$ cat config.mk
export PLATFORM = sky130hd
export DESIGN_NAME = static_buff_sched
export DESIGN_NICKNAME = d
export VERILOG_FILES = /design/src/rtl/static_buff_sched_pkg.sv /design/src/rtl/static_buff_sched_rr_arb.sv /design/src/rtl/static_buff_sched.sv
export SDC_FILE = /design/constraint.sdc
export NUM_CORES = 1
export LEC_CHECK = 0
export CAP_MARGIN = 20
export CELL_PAD_IN_SITES_DETAIL_PLACEMENT = 0
export CELL_PAD_IN_SITES_GLOBAL_PLACEMENT = 1
export CORE_MARGIN = 2
export CORE_UTILIZATION = 35
export CTS_CLUSTER_SIZE = 16
export DETAILED_ROUTE_END_ITERATION = 6
export PLACE_DENSITY_LB_ADDON = 0.2
export SYNTH_ARGS = -nofsm -noshare
export SYNTH_HDL_FRONTEND = slang
export SYNTH_SLANG_ARGS = --single-unit
$ cat constraint.sdc
create_clock -name clk -period 4.3 [get_ports clk]
set_input_delay 1.075 -clock clk [delete_from_list [all_inputs] [get_ports clk]]
set_output_delay 1.075 -clock clk [all_outputs]
set_load 0.02 [all_outputs]
$ cat src/rtl/static_buff_sched_pkg.sv
// Shared sizing and types for the static buffer scheduler and its clients.
package static_buff_pkg;
  localparam int NUMELEM   = 4;
  localparam int BITDATA   = 4;
  localparam int NUMFIFO   = 8;
  localparam int DAT_DELAY = 1;
  localparam int QPT_DELAY = 1;
  localparam int CREDITS   = 4;

  localparam int BITFIFO   = (NUMFIFO > 1) ? $clog2(NUMFIFO) : 1;
  localparam int BITELEM   = $clog2(NUMELEM);
  localparam int POP_DELAY = DAT_DELAY + QPT_DELAY;
  localparam int BITCRED   = $clog2(CREDITS + 1);

  typedef logic [BITFIFO-1:0] fifo_idx_t;
  // One extra bit so a completely full queue (cnt == NUMELEM) is representable.
  typedef logic [BITELEM:0]   cnt_t;
  typedef logic [BITCRED-1:0] cred_t;
endpackage

$ cat src/rtl/static_buff_sched_rr_arb.sv
// Round-robin arbiter: grants the first request at or after the pointer, wrapping N-1 -> 0.
module rr_arb #(
  parameter int N = 8,
  parameter int W = (N > 1) ? $clog2(N) : 1
) (
  input  logic         clk,
  input  logic         rst,
  input  logic [N-1:0] req,
  output logic         gnt_vld,
  output logic [N-1:0] gnt_oh,
  output logic [W-1:0] gnt_bin
);
  logic [W-1:0] ptr;
  logic [W-1:0] idx;

  always_comb begin
    gnt_vld = 1'b0;
    gnt_bin = '0;
    gnt_oh  = '0;
    idx     = '0;
    for (int i = 0; i < N; i++) begin
      idx = W'((int'(ptr) + i) % N);
      if (!gnt_vld && req[idx]) begin
        gnt_vld = 1'b1;
        gnt_bin = idx;
      end
    end
    if (gnt_vld) gnt_oh[gnt_bin] = 1'b1;
  end

  // The pointer only moves on a grant, so idle cycles keep fairness intact.
  always_ff @(posedge clk or negedge rst) begin
    if (!rst) begin
      ptr <= '0;
    end else if (gnt_vld) begin
      ptr <= (gnt_bin == W'(N - 1)) ? '0 : gnt_bin + 1'b1;
    end
  end
endmodule

$ cat src/rtl/static_buff_sched.sv
// Front-end for the multi-queue static buffer: guarded pushes, credit-limited
// round-robin pops, and a tag pipeline that realigns pop data with its queue.
module static_buff_sched
  import static_buff_pkg::*;
(
  input  logic               clk,
  input  logic               rst,
  input  logic               buf_ready,
  input  logic               in_vld,
  input  logic [BITFIFO-1:0] in_prt,
  input  logic [BITDATA-1:0] in_din,
  output logic               in_rdy,
  input  logic [NUMFIFO-1:0] q_en,
  output logic               buf_push,
  output logic [BITFIFO-1:0] buf_pu_prt,
  output logic [BITDATA-1:0] buf_pu_din,
  output logic               buf_pop,
  output logic [BITFIFO-1:0] buf_po_prt,
  input  logic [BITDATA-1:0] buf_po_dout,
  input  logic               cr_ret,
  output logic               out_vld,
  output logic [BITFIFO-1:0] out_prt,
  output logic [BITDATA-1:0] out_dout,
  output logic [NUMFIFO-1:0] q_empty,
  output logic [NUMFIFO-1:0] q_full
);
  cnt_t               cnt [NUMFIFO];
  cred_t              credit;
  logic [NUMFIFO-1:0] cand;
  logic [NUMFIFO-1:0] push_oh;
  logic [NUMFIFO-1:0] pop_oh;
  logic               gnt_vld;
  fifo_idx_t          gnt_bin;
  logic [POP_DELAY-1:0] vld_sr;
  fifo_idx_t          prt_sr [POP_DELAY];

  always_comb begin
    q_empty = '0;
    q_full  = '0;
    for (int q = 0; q < NUMFIFO; q++) begin
      q_empty[q] = (cnt[q] == '0);
      q_full[q]  = (cnt[q] == cnt_t'(NUMELEM));
    end
  end

  // Handshake: an upstream write transfers on a cycle with in_vld && in_rdy;
  // in_rdy never looks at in_vld or at a same-cycle pop of the target queue.
  always_comb begin
    in_rdy     = buf_ready && !q_full[in_prt];
    buf_push   = in_vld && in_rdy;
    buf_pu_prt = buf_push ? in_prt : '0;
    buf_pu_din = buf_push ? in_din : '0;
    push_oh    = buf_push ? ({{(NUMFIFO-1){1'b0}}, 1'b1} << in_prt) : '0;
  end

  always_comb begin
    cand = '0;
    for (int q = 0; q < NUMFIFO; q++) begin
      cand[q] = q_en[q] && !q_empty[q] && (credit != '0) && buf_ready;
    end
  end

  rr_arb #(
    .N (NUMFIFO),
    .W (BITFIFO)
  ) u_arb (
    .clk     (clk),
    .rst     (rst),
    .req     (cand),
    .gnt_vld (gnt_vld),
    .gnt_oh  (pop_oh),
    .gnt_bin (gnt_bin)
  );

  assign buf_pop    = gnt_vld;
  assign buf_po_prt = gnt_bin;

  // Counts are updated at issue time, ahead of the buffer's own bookkeeping.
  always_ff @(posedge clk or negedge rst) begin
    if (!rst) begin
      for (int q = 0; q < NUMFIFO; q++) cnt[q] <= '0;
    end else begin
      for (int q = 0; q < NUMFIFO; q++) begin
        case ({push_oh[q], pop_oh[q]})
          2'b10:   cnt[q] <= cnt[q] + 1'b1;
          2'b01:   cnt[q] <= cnt[q] - 1'b1;
          default: cnt[q] <= cnt[q];
        endcase
      end
    end
  end

  // A return while already at CREDITS is a downstream protocol error; saturate.
  always_ff @(posedge clk or negedge rst) begin
    if (!rst) begin
      credit <= cred_t'(CREDITS);
    end else begin
      case ({buf_pop, cr_ret})
        2'b10:   credit <= credit - 1'b1;
        2'b01:   if (credit != cred_t'(CREDITS)) credit <= credit + 1'b1;
        default: credit <= credit;
      endcase
    end
  end

  always_ff @(posedge clk or negedge rst) begin
    if (!rst) begin
      vld_sr <= '0;
      for (int i = 0; i < POP_DELAY; i++) prt_sr[i] <= '0;
    end else begin
      vld_sr[0] <= buf_pop;
      prt_sr[0] <= buf_po_prt;
      for (int i = 1; i < POP_DELAY; i++) begin
        vld_sr[i] <= vld_sr[i-1];
        prt_sr[i] <= prt_sr[i-1];
      end
    end
  end

  assign out_vld  = vld_sr[POP_DELAY-1];
  assign out_prt  = prt_sr[POP_DELAY-1];
  assign out_dout = buf_po_dout;
endmodule

Word-level counts from Yosys, hierarchy flattened
Index checks and enable logic that the tools add are counted.
{ "classes": {"n_addsub": 26, "magnitude_cmp": 11, "n_eq_ne": 29, "shift": 1, "n_mux": 51, "reduce_logical": 69} }
{ "ops": {"columns": ["op", "count"], "rows": [
  ["$pmux 3 s2", 9],
  ["$lt 3x4->1 const B", 10],
  ["$logic_and 1x1->1", 34],
  ["$add 3x1->3 const B", 11],
  ["$mux 3", 11],
  ["$bmux 1 s3", 9],
  ["$eq 3x3->1 const B", 9],
  ["$sub 3x1->3 const B", 9],
  ["$logic_not 3->1", 8],
  ["$eq 2x1->1 const B", 9],
  ["$eq 2x2->1 const B", 9],
  ["$mux 1", 18],
  ["$reduce_bool 2->1", 9],
  ["$logic_not 1->1", 16],
  ["$mux 8", 2],
  ["$add 3x3->3 const B", 4],
  ["$shl 1x3->8 const A", 1],
  ["$add 3x2->3 const B", 2],
  ["$mux 4", 1],
  ["$demux 1 s3", 1],
  ["$ge 3x1->1 const B", 1],
  ["$ne 3x3->1 const B", 1],
  ["$reduce_bool 3->1", 1],
  ["$ne 2x2->1 const B", 1],
  ["$reduce_and 2->1", 1]
]} }
{ "totals": {"reg_bits": 38, "input_bits": 24, "out_inout_bits": 37, "wordCells": 200} }

Longest topological paths before layout
{ "logic_depth": {"ltp_word": 36, "mapped_depth": 20, "ltp_nobuf": 17} }

Cells and area by module
A second synthesis with hierarchy kept.
{ "hier_totals": {"cells_unflattened": 343, "area_unflattened_um2": 3408.3} }
{ "by_module_without_submodules": {"columns": ["mod", "instances", "cells_each", "area_each_um2", "seq_area_each_um2"], "rows": [
  ["static_buff_sched", 1, 206, 2194.6, 877.1],
  ["rr_arb", 1, 137, 1213.7, 75.1]
]} }

Least setup slack after synthesis
OpenSTA, ideal clock, no wires.
{ "synth_path": {"path_kind": "input port to flip-flop", "from": "in q_en[2]", "to": "reg cnt[23] (netlist bit)", "setup_time_ns": 0.079, "t_arrival_ns": 4.110, "t_required_ns": 4.221, "slack_ns": 0.110, "stages": 14, "n_path_buf": 0, "path_cell_list": "o31a_1 -> mux2i_1 -> mux4_2 -> o21ai_0 -> a2bb2oi_1 -> a211oi_1 -> inv_1 -> nor4_1 -> ha_1 -> inv_1 -> fa_1 -> xor2_1 -> nor2_1 -> xor2_1"} }
{ "synth_via": {"elab_chain_len": 34, "word_cells_on_any_way": 59, "cone_classes": "order compare: 2; eq/ne: 2; mux: 36; reduce/logical: 19"} }
{ "synth_rtl": {"columns": ["element", "line", "text"], "rows": [
  ["from (decl)", "static_buff_sched.sv:13", "input logic [NUMFIFO-1:0] q_en,"],
  ["$logic_and 1x1->1 (*) (3 in a row)", "static_buff_sched.sv:59", "cand[q] = q_en[q] && !q_empty[q] && (credit != '0) && buf_ready;"],
  ["$bmux 1 s3", "static_buff_sched_rr_arb.sv:23", "if (!gnt_vld && req[idx]) begin"],
  ["$mux 1 (implied by the code)", "static_buff_sched_rr_arb.sv:23", null],
  ["$mux 1", "static_buff_sched_rr_arb.sv:23", null],
  ["$logic_not 1->1", "static_buff_sched_rr_arb.sv:23", null],
  ["$logic_and 1x1->1", "static_buff_sched_rr_arb.sv:23", null],
  ["$mux 1", "static_buff_sched_rr_arb.sv:23", null],
  ["$logic_not 1->1", "static_buff_sched_rr_arb.sv:23", null],
  ["[... 17 more ...]", null, null],
  ["via buf_po_prt[1]", "static_buff_sched.sv:18", "output logic [BITFIFO-1:0] buf_po_prt,"],
  ["$lt 3x4->1 (implied by the code) / $ge 3x1->1 (equally long branches)", "static_buff_sched_rr_arb.sv:28", "if (gnt_vld) gnt_oh[gnt_bin] = 1'b1;"],
  ["$logic_and 1x1->1 (implied by the code)", "static_buff_sched_rr_arb.sv:28", null],
  ["$mux 1 (implied by the code)", "static_buff_sched_rr_arb.sv:28", null],
  ["$demux 1 s3 (*)", null, null],
  ["$mux 8 (*)", "static_buff_sched_rr_arb.sv:28", null],
  ["$eq 2x1->1 / $eq 2x2->1 (equally long branches)", "static_buff_sched.sv:84", "case ({push_oh[q], pop_oh[q]})"],
  ["$pmux 3 s2 / $reduce_bool 2->1 (equally long branches)", null, null],
  ["to (signal, indexed assignment)", "static_buff_sched.sv:85", "2'b10: cnt[q] <= cnt[q] + 1'b1;"],
  ["to (signal, indexed assignment)", "static_buff_sched.sv:86", "2'b01: cnt[q] <= cnt[q] - 1'b1;"],
  ["to (signal, indexed assignment)", "static_buff_sched.sv:87", "default: cnt[q] <= cnt[q];"],
  ["to (decl)", "static_buff_sched.sv:27", "cnt_t cnt [NUMFIFO];"]
]} }
The timed path passes the listed nets; every way through them passes the cells marked *. The select of a mux whose other input is x is not followed.
A chain may end at the register's enable or synchronous reset.

Worst setup path in the final report
{ "layout_path": {"from": "in q_en[2]", "to": "out buf_po_prt[0]"} }
{ "layout_via": {"elab_chain_len": 27, "word_cells_on_any_way": 48, "cone_classes": "mux: 31; reduce/logical: 17"} }
{ "layout_rtl": {"columns": ["element", "line"], "rows": [
  ["$logic_and 1x1->1 (*) (3 in a row)", "static_buff_sched.sv:59"],
  ["$bmux 1 s3", "static_buff_sched_rr_arb.sv:23"],
  ["$mux 1 (implied by the code)", "static_buff_sched_rr_arb.sv:23"],
  ["$mux 1", "static_buff_sched_rr_arb.sv:23"],
  ["$logic_not 1->1", "static_buff_sched_rr_arb.sv:23"],
  ["$logic_and 1x1->1", "static_buff_sched_rr_arb.sv:23"],
  ["$mux 1", "static_buff_sched_rr_arb.sv:23"],
  ["$logic_not 1->1", "static_buff_sched_rr_arb.sv:23"],
  ["[... 9 more ...]", null],
  ["$logic_and 1x1->1", "static_buff_sched_rr_arb.sv:23"],
  ["$mux 1", "static_buff_sched_rr_arb.sv:23"],
  ["$logic_not 1->1", "static_buff_sched_rr_arb.sv:23"],
  ["$logic_and 1x1->1", "static_buff_sched_rr_arb.sv:23"],
  ["$mux 1", "static_buff_sched_rr_arb.sv:23"],
  ["$logic_not 1->1", "static_buff_sched_rr_arb.sv:23"],
  ["$logic_and 1x1->1", "static_buff_sched_rr_arb.sv:23"],
  ["$mux 3 (*)", "static_buff_sched_rr_arb.sv:23"],
  ["to (decl)", "static_buff_sched.sv:18"]
]} }
Mark *: on every way between the ends. The rest lies on a longest branch, timed or not. The select of a mux whose other input is x is not followed.

==> flow_summary.toml <==
[sta]
setup_viol = 3
fin_ws_ns = -0.173
fin_crit_sh_pct = 104
hold_viol = 0
finalCriticalPeriod_ns = 4.47
rsz0062_at_grt = "true"
max_freq_ghz = 0.224
worstMarginPinSlew_ns = 0.906
maxSlewViolCount = 0
finClkSkew_ns = 0.0140
maxSlewHeadroom_pct = 39.6

[outcome]
outcome = "complete, but fails checks"
violations = "setup timing"

[yosys]
synth-edff-count = 0
synth_area_mm2 = 0.00342
syn_nets = 409
async_flop_share_pct = 100
synth_top_area_share_pct = 27.1
synth-main-ff-cell = "dfrtp_1"
synthMuxAreaShare_pct = 13.0
synth-seq-area-share_pct = 27.9
synthCells = 365
ys_ff_latch = 38
synth_xor_area_share_pct = 7.44
yosys_warnings = 0
synth_cell_types = 64
synthAdderAreaFrac_pct = 9.30
yosys-top-cells-area = "dfrtp_1 (27%), mux2i_1 (7.6%), fa_1 (5.3%)"
synth_compound_area_share_pct = 18.6
synth_top_family_by_area = "compound AO/OA/AOI/OAI gates"
yosys.area.top_type = "dfrtp_1"
yosys.area_share.simple_pct = 16.7
syn_avg_cell_area_um2 = 9.36

[placement]
post_dp_cell_area_mm2 = 0.00479
hpwl_mm = 8.66
portBuffers = 52
gp_congestion = 1.00

[worst_setup_path]
end_kind = "primary output"
worstReg2RegEnd = "cnt[20]"
crit_arrival_ns = 3.40
reg2reg_from = "u_arb.ptr[0]"
reg2reg_depth = 17
critPathMaxFanout = 3
crit_required_ns = 3.22
crit_type = "in -> out"
r2r_slack_ns = 0.08
cp-start-kind = "input pin"

[cts]
cts_tree = "yes"
cts.sinks = 38
ctsHtreeMaxLevel = 2
path_clk_slew_ns = 0.09
cts_buffer_depth = 2
cts_buffers = 5
postCtsHoldBufs = 0
worstSkewPairLatency_ns = 0.29
cts_root_buf = "clkbuf_8"

[cells_and_area]
layout_common_cells = "buf_4 (121), dfrtp_1 (37), clkdlybuf4s50_1 (29)"
final_common_cell = "buf_4"
multiInputGateArea_mm2 = 0.00247
drive_gt1_share_pct = 42.1
fill_cells = 911
area_growth_pct = 57.1
finalInstanceArea_mm2 = 0.00537
nets = 577
seq_area_um2 = 952
diodes = 0

[drt]
first_pass_iters = 4
wl_per_cell_um = 16.9
drtIter0Drc = 158
drcViolationCount = 0
vias = 3505
viasPerCell = 5.25
wl_mm = 11.3
antenna_left = 0

[global_route]
busiest_layer = "met2"
use_met1_pct = 29.1
grt_max_degree = 39
grt_pass1_vias = 3528
overflow = 0
grt_usage_pct = 21.6
antenna_found_initial = 0
met2_usage_pct = 37.3
grt_pass1_wl_mm = 17.5
grt_util_met3_pct = 2.24

[min_path]
min_delay_path_depth = 0
min_from = "prt_sr[4]"
hold_path_end = "out_prt[1]"
min_path_type = "reg -> reg"

[floorplan]
die_area_mm2 = 0.0106
initial_core_util_pct = 35.4
coreArea_mm2 = 0.00964
die_h_um = 103
rows = 36
die_x_um = 103
pin_count = 61

[job]
drv_cap = 0
cell type report:
type | count | share of cell area [%]
clock inverters | 3 | 1.28
multi-input cells | 272 | 46.1
repair buffers | 182 | 28.1
well taps | 133 | 3.10
clock buffers | 5 | 1.28
inverters | 34 | 2.43
flip-flops and latches | 38 | 17.7
stage by stage:
stage | utilization [%] | TNS (ns) | cells | hold WS (ns) | setup slack, ns
5_1_grt | 55.7 | -0.720 | 667 | 0.361 | -0.205
2_1_floorplan | - | 0 | 365 | 0.331 | 0.110
4_1_cts | 53.9 | -0.0746 | 659 | 0.356 | -0.0746
3_5_place_dp | 49.7 | -16.10 | 633 | 0.338 | -0.949
6_report | 55.7 | -0.201 | 667 | 0.352 | -0.173
3_3_place_gp | 49.7 | -16.79 | 633 | 0.336 | -0.980
cells in the mapped netlist, types with 2 or more instances:
cell / number
nand3b_1: 6
mux2i_1: 26
and2_1: 2
o31ai_1: 3
a2bb2oi_1: 3
mux2_2: 3
inv_1: 31
or2_2: 2
a21o_1: 2
xor2_1: 18
nor2b_1: 3
buf_2: 4
o211a_1: 3
nand2_1: 22
mux4_2: 5
a211oi_1: 6
fa_1: 9
nor3_1: 19
ha_1: 11
nand3_1: 10
o221ai_1: 4
o32ai_1: 2
o21a_1: 5
nor4_1: 2
clkbuf_1: 8
and3_1: 14
xnor2_1: 11
buf_4: 8
a21oi_1: 5
o211ai_1: 6
o31a_1: 10
nor2_1: 14
dfrtp_1: 37
nand2b_1: 4
o21ai_0: 11
o22a_1: 2
inv_2: 3
o22ai_1: 5
layer usage:
layer / share of wire [%] / vias up
met5: 0 / -
met4: 2.1 / 0
met3: 3.7 / 22
met2: 50 / 89
met1: 44 / 1730
li1: - / 1664
repair_timing:
item,CTS,global route
resized for setup,96,39
setup endpoints to repair,31,15
pin swaps,25,36
buffers inserted,20,9
hold endpoints to repair,0,0
kinds of logic after synthesis:
family                   Yosys count
AO/OA/AOI/OAI                     80
XOR/XNOR                          29
adder cells (fa/ha/maj)           20
buffers and inverters             55
flip-flops                        38
multiplexers                      36
AND/OR/NAND/NOR                  107
sequential cells by signal, summed over array words and instances, names as in the netlist:
name and cells:
prt_sr 3, vld_sr 2, credit 3, u_arb.ptr 3
out_prt 3, cnt 24
critical path: stages:
cell and delay (ns):
buf_6 0.06, o31a_1 0.31, buf_6 0.17, mux2i_4 0.06, o221a_1 0.25, buf_4 0.15
buf_4 0.12, or2_4 0.25, o31a_1 0.10, o211a_1 0.23, a221o_1 0.41, inv_2 0.08
buf_6 0.11
worst max-delay path by stage:
stage / from / endpoint / slack, ns / cells past startpoint
floorplan: q_en[2] / cnt[23] / 0.11 / 14
global placement: q_en[5] / buf_po_prt[0] / -0.98 / 10
detailed placement: q_en[5] / buf_po_prt[0] / -0.95 / 10
CTS: q_en[2] / buf_po_prt[0] / -0.07 / 9
global route: q_en[3] / buf_po_prt[0] / -0.21 / 11
finish: q_en[2] / buf_po_prt[0] / -0.17 / 13
Power is left out: the tool's default activity adds up to more than one toggle a clock period on the data nets, which glitch-free logic cannot reach.
